File: src/rtl/stream_hs_monitor.sv
// Passive valid/ready stream monitor: transfer/stall statistics and sticky protocol error flags.
// Optional macro HSMON_DATA_CHK_EN builds the data-stability capture register and comparator.
module stream_hs_monitor #(
   parameter int DATA_W    = 8,
   parameter int CNT_W     = 16,
   parameter int STALL_W   = 8,
   parameter int MAX_STALL = 16
) (
   input  logic               clk,
   input  logic               rst_n,
   input  logic               clr,
   input  logic               valid,
   input  logic               ready,
   input  logic [DATA_W-1:0]  data,
   output logic [CNT_W-1:0]   xfer_cnt,
   output logic [STALL_W-1:0] cur_stall,
   output logic [STALL_W-1:0] max_stall,
   output logic               err_valid_drop,
   output logic               err_data_chg,
   output logic               err_timeout,
   output logic               err_any
);

   typedef enum logic {
      IDLE = 1'b0,
      PEND = 1'b1
   } state_t;

   localparam logic [STALL_W-1:0] STALL_SAT = '1;
   // A limit the stall counter can never reach leaves the timeout check inert.
   localparam bit TO_EN = (MAX_STALL > 0) &&
                          (longint'(MAX_STALL) < (longint'(1) << STALL_W));
   localparam logic [STALL_W-1:0] TO_LIM = STALL_W'(MAX_STALL);

   state_t             state, state_nx;
   logic [STALL_W-1:0] stall_nx;
   logic               xfer_ev, drop_ev, to_ev;

   // NOTE: every always_comb output gets a default first, so no path can infer a latch.
   always_comb begin
      state_nx = state;
      stall_nx = cur_stall;
      xfer_ev  = 1'b0;
      drop_ev  = 1'b0;
      case (state)
         IDLE: begin
            if (valid && ready) begin
               xfer_ev = 1'b1;
            end else if (valid) begin
               stall_nx = STALL_W'(1);
               state_nx = PEND;
            end
         end
         PEND: begin
            if (!valid) begin
               drop_ev  = 1'b1;
               stall_nx = '0;
               state_nx = IDLE;
            end else if (ready) begin
               xfer_ev  = 1'b1;
               stall_nx = '0;
               state_nx = IDLE;
            end else if (cur_stall != STALL_SAT) begin
               stall_nx = cur_stall + 1'b1;
            end
         end
      endcase
      to_ev = TO_EN && (stall_nx == TO_LIM) && (cur_stall != TO_LIM);
   end

   // Beat tracking ignores clr; only reset aborts a pending beat.
   // NOTE: sequential state uses non-blocking assignments so all registers update from pre-edge values.
   always_ff @(posedge clk or negedge rst_n) begin
      if (!rst_n) begin
         state     <= IDLE;
         cur_stall <= '0;
      end else begin
         state     <= state_nx;
         cur_stall <= stall_nx;
      end
   end

   always_ff @(posedge clk or negedge rst_n) begin
      if (!rst_n) begin
         xfer_cnt       <= '0;
         max_stall      <= '0;
         err_valid_drop <= 1'b0;
         err_timeout    <= 1'b0;
      end else if (clr) begin
         xfer_cnt       <= '0;
         max_stall      <= '0;
         err_valid_drop <= 1'b0;
         err_timeout    <= 1'b0;
      end else begin
         if (xfer_ev)              xfer_cnt <= xfer_cnt + 1'b1;
         if (stall_nx > max_stall) max_stall <= stall_nx;
         if (drop_ev)              err_valid_drop <= 1'b1;
         if (to_ev)                err_timeout <= 1'b1;
      end
   end

`ifdef HSMON_DATA_CHK_EN
   logic [DATA_W-1:0] cap;
   logic              cap_ld, chg_ev;

   assign cap_ld = (state == IDLE) && valid && !ready;
   // The handshake cycle of a stalled beat is compared as well.
   assign chg_ev = (state == PEND) && valid && (data != cap);

   always_ff @(posedge clk or negedge rst_n) begin
      if (!rst_n) begin
         cap          <= '0;
         err_data_chg <= 1'b0;
      end else begin
         if (cap_ld) cap <= data;
         if (clr)         err_data_chg <= 1'b0;
         else if (chg_ev) err_data_chg <= 1'b1;
      end
   end
`else
   logic unused_data;
   assign unused_data  = ^data;
   assign err_data_chg = 1'b0;
`endif

   assign err_any = err_valid_drop | err_data_chg | err_timeout;

endmodule

File: config.mk
export PLATFORM = sky130hd
export DESIGN_NAME = stream_hs_monitor
export DESIGN_NICKNAME = d
export VERILOG_FILES = /design/src/rtl/stream_hs_monitor.sv
export SDC_FILE = /design/constraint.sdc
export NUM_CORES = 1
export LEC_CHECK = 0
export BUFFER_PORTS_ARGS = -buffer_cell sky130_fd_sc_hd__buf_2
export CAP_MARGIN = 0
export CORE_UTILIZATION = 53
export DETAILED_ROUTE_END_ITERATION = 7
export PLACE_DENSITY = 0.79
export SYNTH_ARGS = -nofsm -noshare
export SYNTH_HDL_FRONTEND = slang
export SYNTH_SLANG_ARGS = --single-unit
File: constraint.sdc
create_clock -name clk -period 5.1 [get_ports clk]
set_clock_uncertainty 0.15 [all_clocks]
set_input_delay 0.255 -clock clk [delete_from_list [all_inputs] [get_ports clk]]
set_output_delay 0.255 -clock clk [all_outputs]
set_load 0.05 [all_outputs]
* Yosys cells after proc, flatten, opt, wreduce, memory -nomap -nowiden *
Index checks and enable logic that the tools add are counted.

storage, ports and cells
  bits of input ports = 13
  output and inout port bits = 36
  word-level logic and storage cells = 45
  flip-flop bits (word level) = 35

operators by class
  $add $sub $neg = 2
  equal/unequal tests = 3
  reductions and logical operators = 6
  bitwise operators = 2
  muxes and demuxes = 25
  $lt $le $gt $ge = 1

operators by type and width
  operator                                               count
  two-way mux 8 bit                                      7
  two-way mux 16 bit                                     2
  adder 16 x 1 -> 16 bit, second input constant          1
  case mux 8 bit (2 select lines)                        1
  two-way mux 1 bit                                      13
  adder 8 x 1 -> 8 bit, second input constant            1
  == test 8 x 5 -> 1 bit, second input constant          1
  > comparator 8 bit                                     1
  inequality test 8 x 5 -> 1 bit, second input constant  1
  inequality test 8 bit, second input constant           1
  nonzero test 2 bit                                     4
  case mux 1 bit (2 select lines)                        2
  logical AND 1 bit                                      2
  inverter 1 bit                                         1
  bitwise OR 1 bit                                       1

* Longest topological paths before layout *
Gate-level depths: netlist (run 1).

  word-level depth = 9
  mapped depth = 14
  mapped depth without buffers = 13

* Least setup slack after synthesis (run 1) *
OpenSTA, ideal clock, no wires.

  path kind = reg-to-reg
  start point = register cur_stall[0]
  end point = register max_stall[5]
  setup time = 132 ps
  path buffers = 1
  arrival = 3,112 ps
  stages on the path, launching flop included = 13
  data required time = 4,818 ps
  period minus slack after synthesis = 3,394 ps
  path slack = 1,706 ps
  cell sequence = dfrtp_1 -> ha_1 -> buf_4 -> and3_2 -> o311a_1 -> a211o_1 -> ha_1 -> nand2_1 -> o21ai_0 -> mux2i_1 -> a21oi_2 -> mux2i_1 -> nor2_1

on the way
  cells in the longest elaborated chain, start to end = 7
  elaborated cells between the ends (all ways) = 12
  classes of those cells = add/sub: 1; order compare: 1; eq/ne: 1; mux: 8; reduce/logical: 1

ends and longest elaborated chain
  item                                                           line    source
  start: declaration                                             16      output logic [STALL_W-1:0] cur_stall,
  start signal: assignment                                       79      cur_stall <= stall_nx;
  adder 8 x 1 -> 8 bit or inequality test 8 bit (tied branches)  64, 63
  two-way mux 8 bit *                                            63      end else if (cur_stall != STALL_SAT) begin
  two-way mux 8 bit *                                            59      end else if (ready) begin
  two-way mux 8 bit *                                            55      if (!valid) begin
  case mux 8 bit (2 select lines) *                              45      case (state)
  net stall_nx[7]                                                36      logic [STALL_W-1:0] stall_nx;
  > comparator 8 bit *                                           96      if (stall_nx > max_stall) max_stall <= stall_nx;
  nonzero test 2 bit (no line) *                                 --
  end signal: assignment                                         96
  end: declaration                                               17      output logic [STALL_W-1:0] max_stall,

The timed path passes the listed nets; every way through them passes the cells marked *. The select of a mux whose other input is x is not followed.
A chain may end at the register's enable or synchronous reset.

* Worst setup path in the final report (run 1) *
  start point = register cur_stall[1]
  end point = register max_stall[4]

Same word-level chain as after synthesis.

==> reports/metrics.csv, run 1 <==
metric;value;unit
outcome;complete, no violations;
Synth area leader;dfrtp_1;
vias in the first global route;1545;
vias per cell;5.50;
dpl hpwl;2.89;mm
Via Count;1654;
# rows;22;
share of the synthesized area in the top cell type;0.428;
Final Hold Vio Count;0;
top cells by area, synth;dfrtp_1 43%, ha_1 6.7%, nor2_1 5.5%, mux2i_1 4.9%, xor2_1 4.3%;
DR WL/cell;13.8;um
headroom to the max-slew limit;0.501;
final non-filler cell total;301;
Total Power;0.612;mW
Leakage;1.18;nW
first-pass GRT wire length;7.05;mm
Worst R2R Setup Slack;1.59;ns
Tmin final;3.51;ns
H-tree lvl count;2;
count leader, synth;dfrtp_1;
final-report setup violation count;0;
Synth Cell Area;2040;um^2
hold wc startpoint;valid;
Min-Delay Path Class;input port to flop;
IR drop worst, VDD;0.000228;V
Post-synth EDFFs;0;
Clock Sinks;35;
R2R cell count;11;
Synth warnings;0;
asr flop ratio synth;1.00;
CP max FO;9;
sequential area share after synthesis;0.428;
DP Worst Slack;1.67;ns
share of layout cells above drive strength 1;0.206;
Placed Cells;292;
ant diodes;0;
Setup Buffers After CTS;0;
Die H;64.1;um
final worst slack;1.59;ns
fmax;285;MHz
# DRC;0;
Worst Hold End;err_valid_drop;
post-route antenna net violation count;0;
initial antenna violation count;0;
Crit Path Class;flop to flop;
Worst-Skew Late Latency;0.29;ns
die width;64.1;um
WL final;4.15;mm
Setup Total Neg Slack;0;ns
PD cells;263;nW/um^2
All-Layer GR Usage;0.231;
post-synthesis compound-gate area fraction;0.129;
post-CTS sizing;0;
Reg-to-Reg End;max_stall[4];
RSZ-0062 raised after global routing;no;
FF-to-FF Start;cur_stall[1];
CTS tree;yes;
post-route clock period utilization;0.688;
num ports;49;
Avg Cell Area, Syn;9.51;um^2
largest net degree at the start of global routing;36;
CP endpoint kind;flop;
Synth Flop Type;dfrtp_1;
cells after synthesis;215;
Area growth syn-to-layout;13.9;%
main combinational cell family by area after synthesis;simple AND/OR/NAND/NOR gates;
drt initial violations;156;
Clock Tree Buf Depth;2;
Post-Synth Adder-Cell Area;0.0673;
core area;3690;um^2
Root Driver;clkbuf_8;
actual slew at the worst max-slew pin;0.749;ns
drt first pass iters;4;
Post-Syn Nets;239;
CP Data Required Time;5.11;ns
Netlist cell types;48;
Post-synth top cells;35 x dfrtp_1, 30 x nor2_1, 15 x inv_1;
hold_buf cts;1;
Worst-path clk slew;0.07;ns
GP Congestion;0.898;
max-slew violations;0;
Seq cells post-synth;35;
number of buffers created by CTS;5;
Initial Utilization;0.554;
Arr. time, crit path;3.52;ns
Port Buffers;39;
final hold slack;0.176;ns
full die area;4110;um^2
Post-layout nets;276;
simple-gate portion of the synthesized area;0.193;
Congestion Overflow GR;0;
max_cap viols;0;
xor/xnor cell area share of the yosys netlist;0.0643;
hold path cells;4;
mux contribution to synthesized area;0.0490;
Startpoint Class;flop;
## layout by cell type (no fill, tap or decap), drive strengths merged, types with 2 or more instances in the layout
cell type	n
dfrtp	35
xnor2	5
and3	3
xor2	10
or2	2
and2	2
o21ai	8
clkbuf	8
ha	11
nand3	8
mux2i	10
a21oi	13
inv	15
a41oi	2
nor4	2
nor3	3
buf	39
nor2	30
a211oi	2
a31oi	3
nand4	7
nand2	13
a21o	2
and4	2
## worst max-delay path, stage by stage, from the launching register on
cell	delay, ns
dfrtp_1	0.47
ha_1	0.34
and3_2	0.29
o311a_1	0.29
a211o_1	0.28
ha_1	0.33
nand2_1	0.05
o21ai_0	0.26
mux2i_1	0.14
a21oi_2	0.47
mux2i_1	0.25
nor2_1	0.06
## flip-flops by register name (all words and copies together), names as in the netlist
name,count
err_valid_drop,1
err_timeout,1
state,1
max_stall,8
xfer_cnt,16
cur_stall,8
## worst max path at each step
stage	slack (ns)	endpoint	from	cells after the start
floorplan	1.71	max_stall[5]	cur_stall[0]	12
global placement	1.67	max_stall[0]	cur_stall[0]	11
detailed placement	1.67	max_stall[2]	cur_stall[1]	11
CTS	1.63	max_stall[2]	cur_stall[1]	11
global route	1.31	max_stall[2]	cur_stall[1]	11
finish	1.59	max_stall[4]	cur_stall[1]	11
## routing by layer
metal,global-route usage,share of wire
met5,0,0
met4,0.108,0.016
met3,0.0643,0.054
met2,0.375,0.47
met1,0.283,0.46
## power by group
part | total (mW) | switching (mW) | leakage, nW | internal, mW
registers | 0.291 | 0.00767 | 0.484 | 0.283
clock network | 0.223 | 0.0996 | 0.0515 | 0.123
logic | 0.0986 | 0.0663 | 0.649 | 0.0323
## final cells by class
cell class | count | area, um^2
fill | 321 | 1360
inverter | 15 | 56.3
sequential | 35 | 876
tap | 48 | 60.1
multi-input combinational | 155 | 1030
clock buffer | 8 | 100
timing repair buffer | 40 | 205
## stage by stage
stage,utilization,cell area [um^2]
2_1_floorplan,-,2040
3_3_place_gp,0.601,2220
3_5_place_dp,0.601,2220
4_1_cts,0.631,2330
5_1_grt,0.631,2330
6_report,0.631,2330
## cell families after synthesis
kind of cell / count (synthesis)
fa+ha+maj: 11
other cells: 1
flops: 35
buf+inv: 25
xor+xnor: 15
compound gates: 40
mux: 10
simple gates: 78
(Power assumes the default switching activity.)
==> run 2, diff against run 1 <==
Settings changed: CORE_UTILIZATION 53 to 48, PLACE_DENSITY 0.79 to 0.76.
Clock period 5.1 ns to 2.9 ns, I/O delays scaled along.
==> reports/metrics.csv, run 2 (synthesis gave the netlist of run 1 again) <==
metric;value;unit;change
outcome;complete, no violations;;
number of fill cells in the layout;358;;+12%
Tmin final;2.81;ns;-0.697 ns
drt first pass iters;4;;unchanged
num ports;49;;unchanged
initial antenna violation count;0;;unchanged
Leakage;1.29;nW;+9.1%
Worst R2R Setup Slack;0.09;ns;-1.50 ns
core area;4060;um^2;+10%
share of layout cells above drive strength 1;0.326;;+0.120
Die H;67.3;um;+4.9%
# rows;23;;+4.5%
post-route cell area;2580;um^2;+11%
Switch Pwr;0.325;mW;+87%
die width;67.3;um;+4.9%
Reg-to-Reg End;max_stall[3];;
number of buffers created by CTS;5;;unchanged
All-Layer GR Usage;0.219;;-0.0113
vias per cell;5.40;;-1.7%
CP endpoint kind;flop;;
actual slew at the worst max-slew pin;0.772;ns;+0.0227 ns
Int Pwr;0.756;mW;+72%
sequential standard cell area;880;um^2;+0.43%
GP Congestion;0.867;;-3.4%
Final Hold Vio Count;0;;unchanged
Area growth syn-to-layout;26.4;%;
max-slew violations;0;;unchanged
Port Buffers;39;;unchanged
Net Sw Frac;0.300;;+0.0169
RSZ-0062 raised after global routing;yes;;
Total Power;1.08;mW;+77%
crit path launch;cur_stall[1];;
vias in the first global route;1604;;+3.8%
clock network power share;0.322;;-0.042
first-pass GRT wire length;7.35;mm;+4.2%
DP Worst Slack;-0.00265;ns;-1.67 ns
Worst-Skew Late Latency;0.29;ns;about the same
most common cell after layout, fill and taps aside;buf_2;;
Via Count;1744;;+5.4%
R2R cell count;12;;+1
CP max FO;4;;-5
IR drop worst, VDD;0.000315;V;+38%
PD cells;418;nW/um^2;+59%
final-report setup violation count;0;;unchanged
number of flip-flops in the largest register;16;;unchanged
Post-layout nets;296;;+7.2%
Clock Sinks;35;;unchanged
Root Driver;clkbuf_8;;
dpl cell area;2390;um^2;+7.8%
final worst slack;0.0873;ns;-1.50 ns
dpl hpwl;3.19;mm;+10%
# DRC;0;;unchanged
ant diodes;0;;unchanged
Worst-path clk slew;0.07;ns;about the same
Top reg by flops;xfer_cnt;;
H-tree lvl count;2;;unchanged
Min-Delay Path Class;input port to flop;;
Congestion Overflow GR;0;;unchanged
logic gate share of total power;0.208;;+0.047
max_cap viols;0;;unchanged
DR WL/cell;14.0;um;+1.3%
Arr. time, crit path;2.82;ns;-0.70 ns
full die area;4520;um^2;+10%
Startpoint Class;flop;;
headroom to the max-slew limit;0.486;;-0.0151
Crit Path Class;flop to flop;;
top flop regs;xfer_cnt: 16 flops, cur_stall: 8 flops, max_stall: 8 flops;;
Initial Utilization;0.504;;-0.0504
worst setup path end;max_stall[3];;
CP Data Required Time;2.91;ns;-2.20 ns
largest net degree at the start of global routing;36;;unchanged
area occupied by multi-input gates;1120;um^2;+8.9%
drt initial violations;126;;-19%
post-route clock period utilization;0.970;;+0.282
fmax;356;MHz;+25%
sequential share of power;0.470;;-0.005
post-route antenna net violation count;0;;unchanged
FF-to-FF Start;cur_stall[1];;
CTS tree;yes;;
Clock Tree Buf Depth;2;;unchanged
WL final;4.51;mm;+8.8%
most frequent cells in the layout;39 x buf_2, 32 x dfrtp_1, 29 x nor2_1;;
-- run 2: cell count changes in the layout (fill, tap and decap cells not counted), moves of 3 or more --
cell,change
a21oi_1,-4
o21ai_0,-3
dfrtp_1,-3
a21oi_2,+3
dfrtp_2,+3
buf_4,+17
-- run 2: area by class of cell --
class,count,area share
Multi-Input combinational cell,155,0.434
Timing Repair Buffer,60,0.145
Inverter,15,0.0218
Tap cell,50,0.0242
Clock inverter,3,0.00774
Clock buffer,5,0.0266
Sequential cell,35,0.340
-- run 2: routing by layer --
layer / track usage / up-vias / part of all wire
li1: - / 861 / -
met2: 0.354 / 49 / 0.48
met4: 0.0984 / 0 / 0.016
met1: 0.284 / 826 / 0.45
met5: 0 / - / 0
met3: 0.0422 / 8 / 0.052
-- run 2: what timing repair did --
action | 4_1_cts | 5_1_grt
endpoints found under the hold margin | 35 | 0
gates cloned | 0 | 0
hold buffers | 1 | 0
buffers inserted | 0 | 3
endpoints found under the setup margin | 4 | 8
pin swaps | 0 | 4
resized for setup | 2 | 16
-- run 2: through the flow --
step	utilization	cells	hold WS, ns	TNS [ns]
finish	0.637	323	0.115	0
global route	0.637	323	0.151	-0.112
CTS	0.615	320	0.114	0
detailed placement	0.589	311	0.119	-0.00265
global placement	0.589	311	0.115	0
floorplan	-	215	-0.301	-1.35
-- run 2: power groups by stage --
stage,clock network [mW],registers (mW),logic [mW]
after floorplan,0,0.549,0.112
after detailed placement,0,0.516,0.209
after CTS,0.359,0.506,0.212
after global placement,0,0.515,0.207
final,0.348,0.508,0.225
after global routing,0.377,0.509,0.244
-- run 2: worst min-delay path by stage --
| stage | depth (start not counted) | endpoint | slack [ns] | start |
|---|---|---|---|---|
| after detailed placement | 1 | xfer_cnt[11] | 0.12 | rst_n |
| after global placement | 1 | xfer_cnt[12] | 0.11 | rst_n |
| after CTS | 4 | err_valid_drop | 0.11 | valid |
| final | 4 | err_valid_drop | 0.11 | valid |
| after global routing | 4 | err_valid_drop | 0.15 | valid |
| after floorplan | 0 | cur_stall[0] | -0.30 | rst_n |
-- run 2: worst max-delay path, stage by stage, from the launching register on --
cell and delay, ns:
dfrtp_2 0.43, ha_4 0.18, and3_4 0.19, o311a_1 0.28
a211o_1 0.30, ha_4 0.26, a21oi_2 0.20, o21ai_4 0.09
mux2i_2 0.21, a21oi_4 0.06, buf_6 0.14, mux2i_1 0.15
nor2_1 0.05
